**config.mk**
```make
export PLATFORM = sky130hd
export DESIGN_NAME = i2c_target_flat
export DESIGN_NICKNAME = d
export VERILOG_FILES = /design/src/rtl/i2c_pkg.sv /design/src/rtl/i2c_target_if.sv /design/src/rtl/i2c_line_filter.sv /design/src/rtl/i2c_target.sv /design/src/flat_wrapper.sv
export SDC_FILE = /design/constraint.sdc
export NUM_CORES = 1
export LEC_CHECK = 0
export CORE_ASPECT_RATIO = 1.4
export CORE_MARGIN = 5
export CORE_UTILIZATION = 55
export DETAILED_ROUTE_END_ITERATION = 7
export HOLD_SLACK_MARGIN = 0.03
export PLACE_DENSITY = 0.8
export REMOVE_ABC_BUFFERS = 1
export SYNTH_ARGS = -nofsm -noshare
export SYNTH_HDL_FRONTEND = slang
export SYNTH_SLANG_ARGS = --single-unit
```
**constraint.sdc**
```tcl
create_clock -name clk_in -period 3.3 [get_ports clk_in]
set_clock_uncertainty 0.2 [all_clocks]
set_input_delay 0.495 -clock clk_in [delete_from_list [all_inputs] [get_ports clk_in]]
set_output_delay 0.495 -clock clk_in [all_outputs]
set_load 0.1 [all_outputs]
```
**src/rtl/i2c_pkg.sv**
```systemverilog
// Shared definitions for the I2C register target: state codes, ACK levels,
// default device address and the address-compare helper.
package i2c_pkg;

    localparam logic [2:0] ST_IDLE      = 3'd0;
    localparam logic [2:0] ST_ADDR      = 3'd1;
    localparam logic [2:0] ST_ADDR_ACK  = 3'd2;
    localparam logic [2:0] ST_WR_PTR    = 3'd3;
    localparam logic [2:0] ST_WR_BYTE   = 3'd4;
    localparam logic [2:0] ST_RD_BYTE   = 3'd5;
    localparam logic [2:0] ST_RD_ACK    = 3'd6;
    localparam logic [2:0] ST_WAIT_STOP = 3'd7;

    localparam logic I2C_ACK  = 1'b0;
    localparam logic I2C_NACK = 1'b1;

    localparam logic [6:0] I2C_DEFAULT_ADDR     = 7'h2C;
    localparam int         I2C_DEFAULT_FILT_LEN = 3;

    function automatic logic addr_match(input logic [7:0] addr_byte,
                                        input logic [6:0] dev_addr);
        return addr_byte[7:1] == dev_addr;
    endfunction

endpackage

```
**src/rtl/i2c_target_if.sv**
```systemverilog
// Byte-wide register-file port of the I2C target: write strobe/address/data
// and a pointer-addressed combinational read.
interface i2c_target_if;
    logic       wr_en;
    logic [7:0] wr_addr;
    logic [7:0] wr_data;
    logic [7:0] rd_addr;
    logic [7:0] rd_data;
    logic       rd_strobe;

    modport master (output wr_en, wr_addr, wr_data, rd_addr, rd_strobe,
                    input  rd_data);
    modport slave  (input  wr_en, wr_addr, wr_data, rd_addr, rd_strobe,
                    output rd_data);
endinterface

```
**src/rtl/i2c_line_filter.sv**
```systemverilog
// One pad input: 2-FF synchronizer, then a level is accepted only after
// FILT_LEN identical samples; single-cycle rise/fall flags follow the level.
module i2c_line_filter #(
    parameter int FILT_LEN = 3
) (
    input  logic clk_in,
    input  logic rst,
    input  logic pin_in,
    output logic level,
    output logic rise,
    output logic fall
);
    logic                sync1_q, sync1_d;
    logic                sync2_q, sync2_d;
    logic [FILT_LEN-1:0] hist_q, hist_d;
    logic                filt_q, filt_d;
    logic                rise_q, rise_d;
    logic                fall_q, fall_d;

    always_comb begin
        sync1_d = pin_in;
        sync2_d = sync1_q;
        hist_d  = (hist_q << 1) | FILT_LEN'(sync2_q);
        filt_d  = filt_q;
        if (&hist_q) begin
            filt_d = 1'b1;
        end else if (~|hist_q) begin
            filt_d = 1'b0;
        end
        rise_d = filt_d & ~filt_q;
        fall_d = ~filt_d & filt_q;
    end

    // Idle bus is high, so everything presets to 1 to avoid a fake edge out of reset.
    always_ff @(posedge clk_in) begin
        if (rst) begin
            sync1_q <= 1'b1;
            sync2_q <= 1'b1;
            hist_q  <= '1;
            filt_q  <= 1'b1;
            rise_q  <= 1'b0;
            fall_q  <= 1'b0;
        end else begin
            sync1_q <= sync1_d;
            sync2_q <= sync2_d;
            hist_q  <= hist_d;
            filt_q  <= filt_d;
            rise_q  <= rise_d;
            fall_q  <= fall_d;
        end
    end

    assign level = filt_q;
    assign rise  = rise_q;
    assign fall  = fall_q;
endmodule

```
**src/rtl/i2c_target.sv**
```systemverilog
// I2C target with 7-bit address, pointer byte, auto-incrementing burst
// write/read and repeated START, fronting a byte-wide register file.
module i2c_target
    import i2c_pkg::*;
#(
    parameter logic [6:0] DEV_ADDR = I2C_DEFAULT_ADDR,
    parameter int         FILT_LEN = I2C_DEFAULT_FILT_LEN
) (
    input  logic        clk_in,
    input  logic        RST,
    input  logic        scl_in,
    input  logic        sda_in,
    output logic        sda_oe,
    output logic        busy,
    i2c_target_if.master rf
);
    logic [1:0] pin_raw, pin_lvl, pin_rise, pin_fall;

    assign pin_raw = {sda_in, scl_in};

    for (genvar gi = 0; gi < 2; gi++) begin : g_filt
        i2c_line_filter #(.FILT_LEN(FILT_LEN)) u_filt (
            .clk_in (clk_in),
            .rst    (RST),
            .pin_in (pin_raw[gi]),
            .level  (pin_lvl[gi]),
            .rise   (pin_rise[gi]),
            .fall   (pin_fall[gi])
        );
    end

    logic scl_lvl, scl_rise, scl_fall, sda_lvl;
    logic start_cond, stop_cond;

    assign scl_lvl    = pin_lvl[0];
    assign scl_rise   = pin_rise[0];
    assign scl_fall   = pin_fall[0];
    assign sda_lvl    = pin_lvl[1];
    assign start_cond = pin_fall[1] & scl_lvl;
    assign stop_cond  = pin_rise[1] & scl_lvl;

    logic [2:0] state_q, state_d;
    logic [3:0] bit_cnt_q, bit_cnt_d;
    logic [7:0] shreg_q, shreg_d;
    logic       rd_mode_q, rd_mode_d;
    logic [7:0] ptr_q, ptr_d;
    logic       wr_en_q, wr_en_d;
    logic [7:0] wr_addr_q, wr_addr_d;
    logic [7:0] wr_data_q, wr_data_d;
    logic       rd_strobe_q, rd_strobe_d;
    logic       sda_oe_q, sda_oe_d;
    logic       busy_q, busy_d;
    logic [7:0] rx_byte;

    assign rx_byte = {shreg_q[6:0], sda_lvl};

    // bit_cnt: 0..7 data bits, 8 = byte done (ACK slot pending), 9 = ACK clock high.
    always_comb begin
        state_d     = state_q;
        bit_cnt_d   = bit_cnt_q;
        shreg_d     = shreg_q;
        rd_mode_d   = rd_mode_q;
        ptr_d       = ptr_q;
        wr_en_d     = 1'b0;
        wr_addr_d   = wr_addr_q;
        wr_data_d   = wr_data_q;
        rd_strobe_d = 1'b0;
        sda_oe_d    = sda_oe_q;
        busy_d      = busy_q;

        if (stop_cond) begin
            state_d   = ST_IDLE;
            bit_cnt_d = 4'd0;
            sda_oe_d  = 1'b0;
            busy_d    = 1'b0;
        end else if (start_cond) begin
            state_d   = ST_ADDR;
            bit_cnt_d = 4'd0;
            sda_oe_d  = 1'b0;
        end else begin
            case (state_q)
                ST_ADDR, ST_WR_PTR, ST_WR_BYTE: begin
                    if (scl_rise) begin
                        if (bit_cnt_q < 4'd8) begin
                            shreg_d   = rx_byte;
                            bit_cnt_d = bit_cnt_q + 4'd1;
                            if (bit_cnt_q == 4'd7) begin
                                if (state_q == ST_ADDR) begin
                                    if (addr_match(rx_byte, DEV_ADDR)) begin
                                        state_d   = ST_ADDR_ACK;
                                        rd_mode_d = rx_byte[0];
                                    end else begin
                                        state_d = ST_WAIT_STOP;
                                    end
                                end else if (state_q == ST_WR_PTR) begin
                                    ptr_d = rx_byte;
                                end else begin
                                    wr_en_d   = 1'b1;
                                    wr_addr_d = ptr_q;
                                    wr_data_d = rx_byte;
                                    ptr_d     = ptr_q + 8'd1;
                                end
                            end
                        end else begin
                            bit_cnt_d = 4'd9;
                        end
                    end else if (scl_fall) begin
                        if (bit_cnt_q == 4'd8) begin
                            sda_oe_d = 1'b1;
                        end else if (bit_cnt_q == 4'd9) begin
                            sda_oe_d  = 1'b0;
                            bit_cnt_d = 4'd0;
                            state_d   = ST_WR_BYTE;
                        end
                    end
                end
                ST_ADDR_ACK: begin
                    if (scl_rise) begin
                        bit_cnt_d = 4'd9;
                    end else if (scl_fall) begin
                        if (bit_cnt_q == 4'd8) begin
                            sda_oe_d = 1'b1;
                            busy_d   = 1'b1;
                        end else if (bit_cnt_q == 4'd9) begin
                            bit_cnt_d = 4'd0;
                            if (rd_mode_q) begin
                                shreg_d     = rf.rd_data;
                                rd_strobe_d = 1'b1;
                                sda_oe_d    = ~rf.rd_data[7];
                                state_d     = ST_RD_BYTE;
                            end else begin
                                sda_oe_d = 1'b0;
                                state_d  = ST_WR_PTR;
                            end
                        end
                    end
                end
                ST_RD_BYTE: begin
                    if (scl_rise) begin
                        bit_cnt_d = bit_cnt_q + 4'd1;
                    end else if (scl_fall) begin
                        if (bit_cnt_q >= 4'd8) begin
                            sda_oe_d = 1'b0;
                            state_d  = ST_RD_ACK;
                        end else begin
                            shreg_d  = {shreg_q[6:0], 1'b0};
                            sda_oe_d = ~shreg_q[6];
                        end
                    end
                end
                ST_RD_ACK: begin
                    // Pointer advances past the byte just sent whether ACKed or not.
                    if (scl_rise) begin
                        ptr_d = ptr_q + 8'd1;
                        if (sda_lvl == I2C_ACK) begin
                            bit_cnt_d = 4'd9;
                        end else begin
                            state_d = ST_WAIT_STOP;
                        end
                    end else if (scl_fall && bit_cnt_q == 4'd9) begin
                        shreg_d     = rf.rd_data;
                        rd_strobe_d = 1'b1;
                        sda_oe_d    = ~rf.rd_data[7];
                        bit_cnt_d   = 4'd0;
                        state_d     = ST_RD_BYTE;
                    end
                end
                ST_IDLE, ST_WAIT_STOP: begin
                    sda_oe_d = 1'b0;
                end
                default: begin
                    state_d = ST_IDLE;
                end
            endcase
        end
    end

    always_ff @(posedge clk_in) begin
        if (RST) begin
            state_q     <= ST_IDLE;
            bit_cnt_q   <= 4'd0;
            shreg_q     <= 8'd0;
            rd_mode_q   <= 1'b0;
            ptr_q       <= 8'd0;
            wr_en_q     <= 1'b0;
            wr_addr_q   <= 8'd0;
            wr_data_q   <= 8'd0;
            rd_strobe_q <= 1'b0;
            sda_oe_q    <= 1'b0;
            busy_q      <= 1'b0;
        end else begin
            state_q     <= state_d;
            bit_cnt_q   <= bit_cnt_d;
            shreg_q     <= shreg_d;
            rd_mode_q   <= rd_mode_d;
            ptr_q       <= ptr_d;
            wr_en_q     <= wr_en_d;
            wr_addr_q   <= wr_addr_d;
            wr_data_q   <= wr_data_d;
            rd_strobe_q <= rd_strobe_d;
            sda_oe_q    <= sda_oe_d;
            busy_q      <= busy_d;
        end
    end

    assign sda_oe       = sda_oe_q;
    assign busy         = busy_q;
    assign rf.wr_en     = wr_en_q;
    assign rf.wr_addr   = wr_addr_q;
    assign rf.wr_data   = wr_data_q;
    assign rf.rd_addr   = ptr_q;
    assign rf.rd_strobe = rd_strobe_q;
endmodule
```
**src/flat_wrapper.sv**
```systemverilog
// flat-port wrapper written by rule: the top's interface ports become plain ports
module i2c_target_flat import i2c_pkg::*;
#(
    parameter logic [6:0] DEV_ADDR = I2C_DEFAULT_ADDR,
    parameter int         FILT_LEN = I2C_DEFAULT_FILT_LEN
)
  (clk_in, RST, scl_in, sda_in, sda_oe, busy, rf_wr_en, rf_wr_addr, rf_wr_data, rf_rd_addr, rf_rd_strobe, rf_rd_data);
  i2c_target_if rf_i ();
  input  logic clk_in;
  input  logic RST;
  input  logic scl_in;
  input  logic sda_in;
  output logic sda_oe;
  output logic busy;
  output wire logic [$bits(rf_i.wr_en)-1:0] rf_wr_en;
  output wire logic [$bits(rf_i.wr_addr)-1:0] rf_wr_addr;
  output wire logic [$bits(rf_i.wr_data)-1:0] rf_wr_data;
  output wire logic [$bits(rf_i.rd_addr)-1:0] rf_rd_addr;
  output wire logic [$bits(rf_i.rd_strobe)-1:0] rf_rd_strobe;
  input wire logic [$bits(rf_i.rd_data)-1:0] rf_rd_data;
  assign rf_wr_en = rf_i.wr_en;
  assign rf_wr_addr = rf_i.wr_addr;
  assign rf_wr_data = rf_i.wr_data;
  assign rf_rd_addr = rf_i.rd_addr;
  assign rf_rd_strobe = rf_i.rd_strobe;
  assign rf_i.rd_data = rf_rd_data;
  i2c_target #(.DEV_ADDR(DEV_ADDR), .FILT_LEN(FILT_LEN)) u_core (.clk_in(clk_in), .RST(RST), .scl_in(scl_in), .sda_in(sda_in), .sda_oe(sda_oe), .busy(busy), .rf(rf_i));
endmodule
```
# After elaboration in Yosys (flattened, before gate mapping)
# Index checks and enable logic that the tools add are counted.
# totals
wordCells,209
inputBits,12
output_inout_bits,28
regBits,59
# classes
n_eq_ne,56
magnitude_cmp,2
n_mux,80
bitwise_logic,22
addsub,2
reduce_logical,23
# ops
op,n
$mux 7,12
$mux 3,19
$mux 8,6
$mux 4,10
$reduce_and 16->1,2
$ne 3x2->1 const B,10
$pmux 7 s4,1
$mux 1,27
$ne 2x2->1 const B,13
$reduce_and 8->1,3
$ne 4x2->1 const B,5
$pmux 4 s4,1
$pmux 8 s2,1
$reduce_and 15->1,1
$not 1->1,14
$eq 3x3->1 const B,4
$ne 2x1->1 const B,6
$ne 3x1->1 const B,4
$ne 3x3->1 const B,4
$ne 4x3->1 const B,3
$pmux 3 s4,1
$reduce_or 3->1,4
$reduce_and 10->1,1
$add 8x1->8 const B,1
other kinds (22),32

# Longest topological paths before layout
# depth
depth_word,8
depth_mapped,8
depth_no_buf,7

# Modules after synthesis
# From an unflattened synthesis, not the netlist that was laid out.
# unflattened
cells_unflattened,392
hier_area_um2,3131.8
# modules_own_cells
mod,n_inst,area_per_inst_um2,cells_per_inst,seq_area_each_um2
i2c_target,1,2661.3,350,860.8
i2c_line_filter,2,235.2,21,160.2

# Worst setup path before layout
# No wires, ideal clock.
# synth_timing
path_type,register -> register
startpoint,register u_core.ptr_q[0] (netlist: u_core.rf.rd_addr[0])
endpoint,register u_core.ptr_q[6] (netlist: u_core.rf.rd_addr[6])
path_slack_ns,0.928
arrival_ns,2.080
required_ns,3.008
setup_ns,0.092
synth_period_minus_slack_ns,2.372
path_buffers,0
stages_incl_launch_ff,7
cell_sequence,dfxtp_1 -> ha_1 -> nand3_1 -> or2_1 -> nor3_1 -> a21oi_1 -> o32ai_1
# synth_between
elab_chain_len,7
elab_cells_between_ends,8
cone_classes,add/sub (1); mux (7)
# synth_rtl
element,line,text
start: declaration,i2c_target.sv:46,"logic [7:0] ptr_q, ptr_d;"
start signal: assignment,i2c_target.sv:196,ptr_q <= ptr_d;
$add 8x1->8 (*),"i2c_target.sv:101, i2c_target.sv:154",
$mux 8,i2c_target.sv:95,end else if (state_q == ST_WR_PTR) begin
$mux 8,i2c_target.sv:88,if (state_q == ST_ADDR) begin
$mux 8,i2c_target.sv:87,if (bit_cnt_q == 4'd7) begin
$mux 8,i2c_target.sv:84,if (bit_cnt_q < 4'd8) begin
$mux 8,i2c_target.sv:83,if (scl_rise) begin
$pmux 8 s2 (*),i2c_target.sv:81,case (state_q)
# Mark *: on every way between the ends. The rest lies on a longest branch, timed or not. The select of a mux whose other input is x is not followed.
# A chain may end at the register's enable or synchronous reset.

# Worst setup path after layout
# layout_timing
startpoint,register u_core.state_q[0]
endpoint,register u_core.ptr_q[0] (netlist: u_core.rf.rd_addr[0])
# layout_between
elab_chain_len,7
elab_cells_between_ends,18
cone_classes,eq/ne (9); mux (6); reduce/logical (3)
# layout_rtl
element,line,text
start: declaration,i2c_target.sv:42,"logic [2:0] state_q, state_d;"
start signal: assignment,i2c_target.sv:192,state_q <= state_d;
$eq 3x2->1,"i2c_target.sv:81, i2c_target.sv:95",
$mux 8,i2c_target.sv:95,
$mux 8,i2c_target.sv:88,
$mux 8,i2c_target.sv:87,
$mux 8,i2c_target.sv:84,
$mux 8,i2c_target.sv:83,
$pmux 8 s2,i2c_target.sv:81,
# Several ways; a longest one is shown, not always the timed one. The select of a mux whose other input is x is not followed.

==> key figures <==
Layout
  • Non-filler cells, final: 462
  • Final instance area: 0.003556 mm2
  • ANT cells: 0
  • Most frequent cells in the layout: dfxtp_1 (59), nor2_1 (44), buf_4 (32)
  • Nets: 407
  • Share of layout cells above drive strength 1: 16.75%
  • Layout area overhead: 16.43%
  • Most common cell after layout, fill and taps aside: dfxtp_1
  • # fillers: 479

Yosys
  • Main combinational cell family by area after synthesis: simple AND/OR/NAND/NOR gates
  • Synth area leader: dfxtp_1
  • Synth Area in Simple Gates: 26.59%
  • Post-Synth Adder-Cell Area: 2.048%
  • Number of flops mapped to enable cells by yosys: 0
  • Mapped cell area: 0.003054 mm2
  • Gate count after technology mapping: 357
  • Mapped Avg Cell Area: 8.555 um2
  • Dominant synthesized flop cell: dfxtp_1
  • Post-synthesis mux area share: 8.890%
  • Synthesized flop and latch total: 59
  • Post-synth ARST share: 0%
  • Post-synth top area share: 38.67%
  • Post-synthesis xor/xnor area fraction: 0%
  • Area contributors post-synth: dfxtp_1 (39%), mux2i_1 (8.5%), nor2_1 (5.4%)
  • Complex-gate fraction of the synthesized area: 19.01%
  • Sequential share of the synthesized area: 38.67%
  • Netlist cell types: 61
  • Yosys warning count: 0

Run
  • Max-cap violations: 0

Timing
  • Worst slew margin: 52.99%
  • Unrepaired setup endpoints after global routing: no
  • # setup viols final: 0
  • Max Fclk: 394.4 MHz
  • Minimum clock period: 2.535 ns
  • Total negative slack: 0 ns
  • Fin. max-slew vios: 0
  • Final Hold Viols: 0
  • Period utilization: 76.83%
  • Measured slew at the worst slew-check pin: 0.7030 ns

Clock tree
  • Clock Path Buffers: 2
  • Hold Buf Count CTS: 0
  • Clock Sinks: 59
  • Setup Buffers After CTS: 0
  • TritonCTS clock tree: yes
  • PostCTS Resize Cnt: 0
  • Clk Latency, worst-skew pair: 0.33 ns
  • Clock Root Buffer: clkbuf_8
  • Clk pin slew, worst setup/hold paths: 0.07 ns
  • H-tree depth: 3
  • TritonCTS buffer count: 9

Critical path
  • Critical Path Fanout Max: 19
  • Required time of the critical path: 3.36 ns
  • Worst R2R Path Depth: 5
  • Startpoint Class: flip-flop
  • Worst Path Arrival: 2.60 ns
  • Kind of critical path: reg -> reg
  • Crit. End Element: flip-flop

Power
  • Total power: 1.787 mW
  • Leakage power: 1.491 nW
  • Peak VDD IR: 324.4 uV
  • Power Dens Cells: 502.7 mW/mm2

Global routing
  • Total gr overflow: 0
  • Number of antenna violations at the first check in global routing: 0
  • Largest net degree at the start of global routing: 34
  • Global-route wire length before repair: 12,680 um
  • Tot GR Track Use: 22.19%
  • Vias in the first global route: 2,645

Drt
  • Drt first-iter violations: 323
  • Per-cell routed wire length: 16.34 um
  • First-pass DRT Iterations: 5
  • Drt via density: 6.043
  • Drc violations: 0
  • Routed Antenna Nets: 0
  • WL final: 7547 um
  • Routed vias: 2,792

Min path
  • Hold depth: 1
  • Hold Path Class: reg -> reg

Die
  • Starting density of the core: 56.09%
  • Area of the die: 0.007164 mm2
  • # IOs: 40
  • Core area: 0.005445 mm2
  • Die X: 72.98 um
  • Die height: 98.17 um
  • # rows: 32

Placed design
  • DP Area: 0.003397 mm2
  • Placed Cells: 447
  • Detail Placement HPWL: 5399 um
  • Port bufs: 39
  • Placer Congestion: 0.9728

Run status
  • Run status: completed
==> cells in the mapped netlist, drive strengths merged, types with 3 or more instances <==
cell    instances
nand2b         17
nor2b          10
or4             6
nor2           45
or2            13
o21ai          20
nand2          22
clkbuf         12
mux2i          26
o32ai           3
nand3b          4
inv             9
buf            10
nor3            9
dfxtp          59
a221oi          4
nand4           3
a21o            5
nand3           8
ha              5
a21oi          23
o21bai          3
and3b           3
nand4b          3
==> worst max-delay path, cell delays in order, from the launching register on <==
cell and delay [ns]:
dfxtp_1 0.72, nand3b_1 0.37, a21oi_1 0.29, o211ai_2 0.32
or3_1 0.42, a21oi_1 0.14
==> state kept, by name, indices dropped and copies added, names as in the netlist, 3 cells and up <==
| name | cells |
|---|---|
| u_core.bit_cnt_q | 4 |
| u_core.g_filt.u_filt.hist_q | 6 |
| u_core.rf.rd_addr | 8 |
| u_core.rf.wr_addr | 8 |
| u_core.rf.wr_data | 8 |
| u_core.shreg_q | 7 |
| u_core.state_q | 3 |
==> per-stage QoR <==
step	hold WS [ns]	utilization [%]	worst slack (ns)
floorplan	0.1895	-	0.9233
global placement	0.1946	62.39	0.9409
detailed placement	0.1945	62.39	0.8327
CTS	0.2105	65.30	0.7978
global route	0.2309	65.30	0.5543
finish	0.2100	65.30	0.7646
==> worst paths after layout <==
path	startpoint	to	slack (ns)
worst max-delay path	u_core.state_q[0]$_SDFFE_PP0P_	u_core.rf.rd_addr[0]$_SDFFE_PP0P_	0.76
worst min-delay path	u_core.g_filt[1].u_filt.sync2_q$_SDFF_PP1_	u_core.g_filt[1].u_filt.hist_q[0]$_SDFF_PP1_	0.21
worst max register to register	u_core.state_q[0]$_SDFFE_PP0P_	u_core.rf.rd_addr[0]$_SDFFE_PP0P_	0.76
worst min register to register	u_core.g_filt[1].u_filt.sync2_q$_SDFF_PP1_	u_core.g_filt[1].u_filt.hist_q[0]$_SDFF_PP1_	0.21
==> routing by layer <==
metal | GRT usage (%) | vias up | share of wire (%) | routed length, um
met3 | 5.870 | 30 | 6.4 | 482
met2 | 33.70 | 126 | 48 | 3588
met4 | 12.22 | 0 | 3.9 | 296
met5 | 0 | - | 0 | 0
met1 | 28.03 | 1295 | 42 | 3178
li1 | - | 1341 | - | -
==> report_power, final <==
part           switching, mW  total (mW)  leakage [nW]  internal (mW)
Sequential            0.0700       0.813         0.478          0.743
Clock                  0.287       0.552        0.0819          0.265
Combinational          0.244       0.422         0.931          0.178
==> kinds of logic (layout without fill, tap and decap cells) <==
| kind of cell | Yosys count | count (layout) |
|---|---|---|
| AOI/OAI and AO/OA | 83 | 83 |
| muxes | 27 | 27 |
| DFF | 59 | 59 |
| buffers and inverters | 31 | 68 |
| and+or+nand+nor | 152 | 152 |
| adders and majority gates | 5 | 5 |
==> layout make-up <==
type,instances,area (um2),area share (%)
inverter,9,33.78,0.9500
multi-input combinational,267,1727,48.56
clock buffer,10,127.6,3.589
sequential,59,1181,33.22
tap,68,85.08,2.393
clock inverter,5,31.28,0.8797
timing repair buffer,44,370.4,10.42
Note: power is estimated with default switching activity, not from simulation.
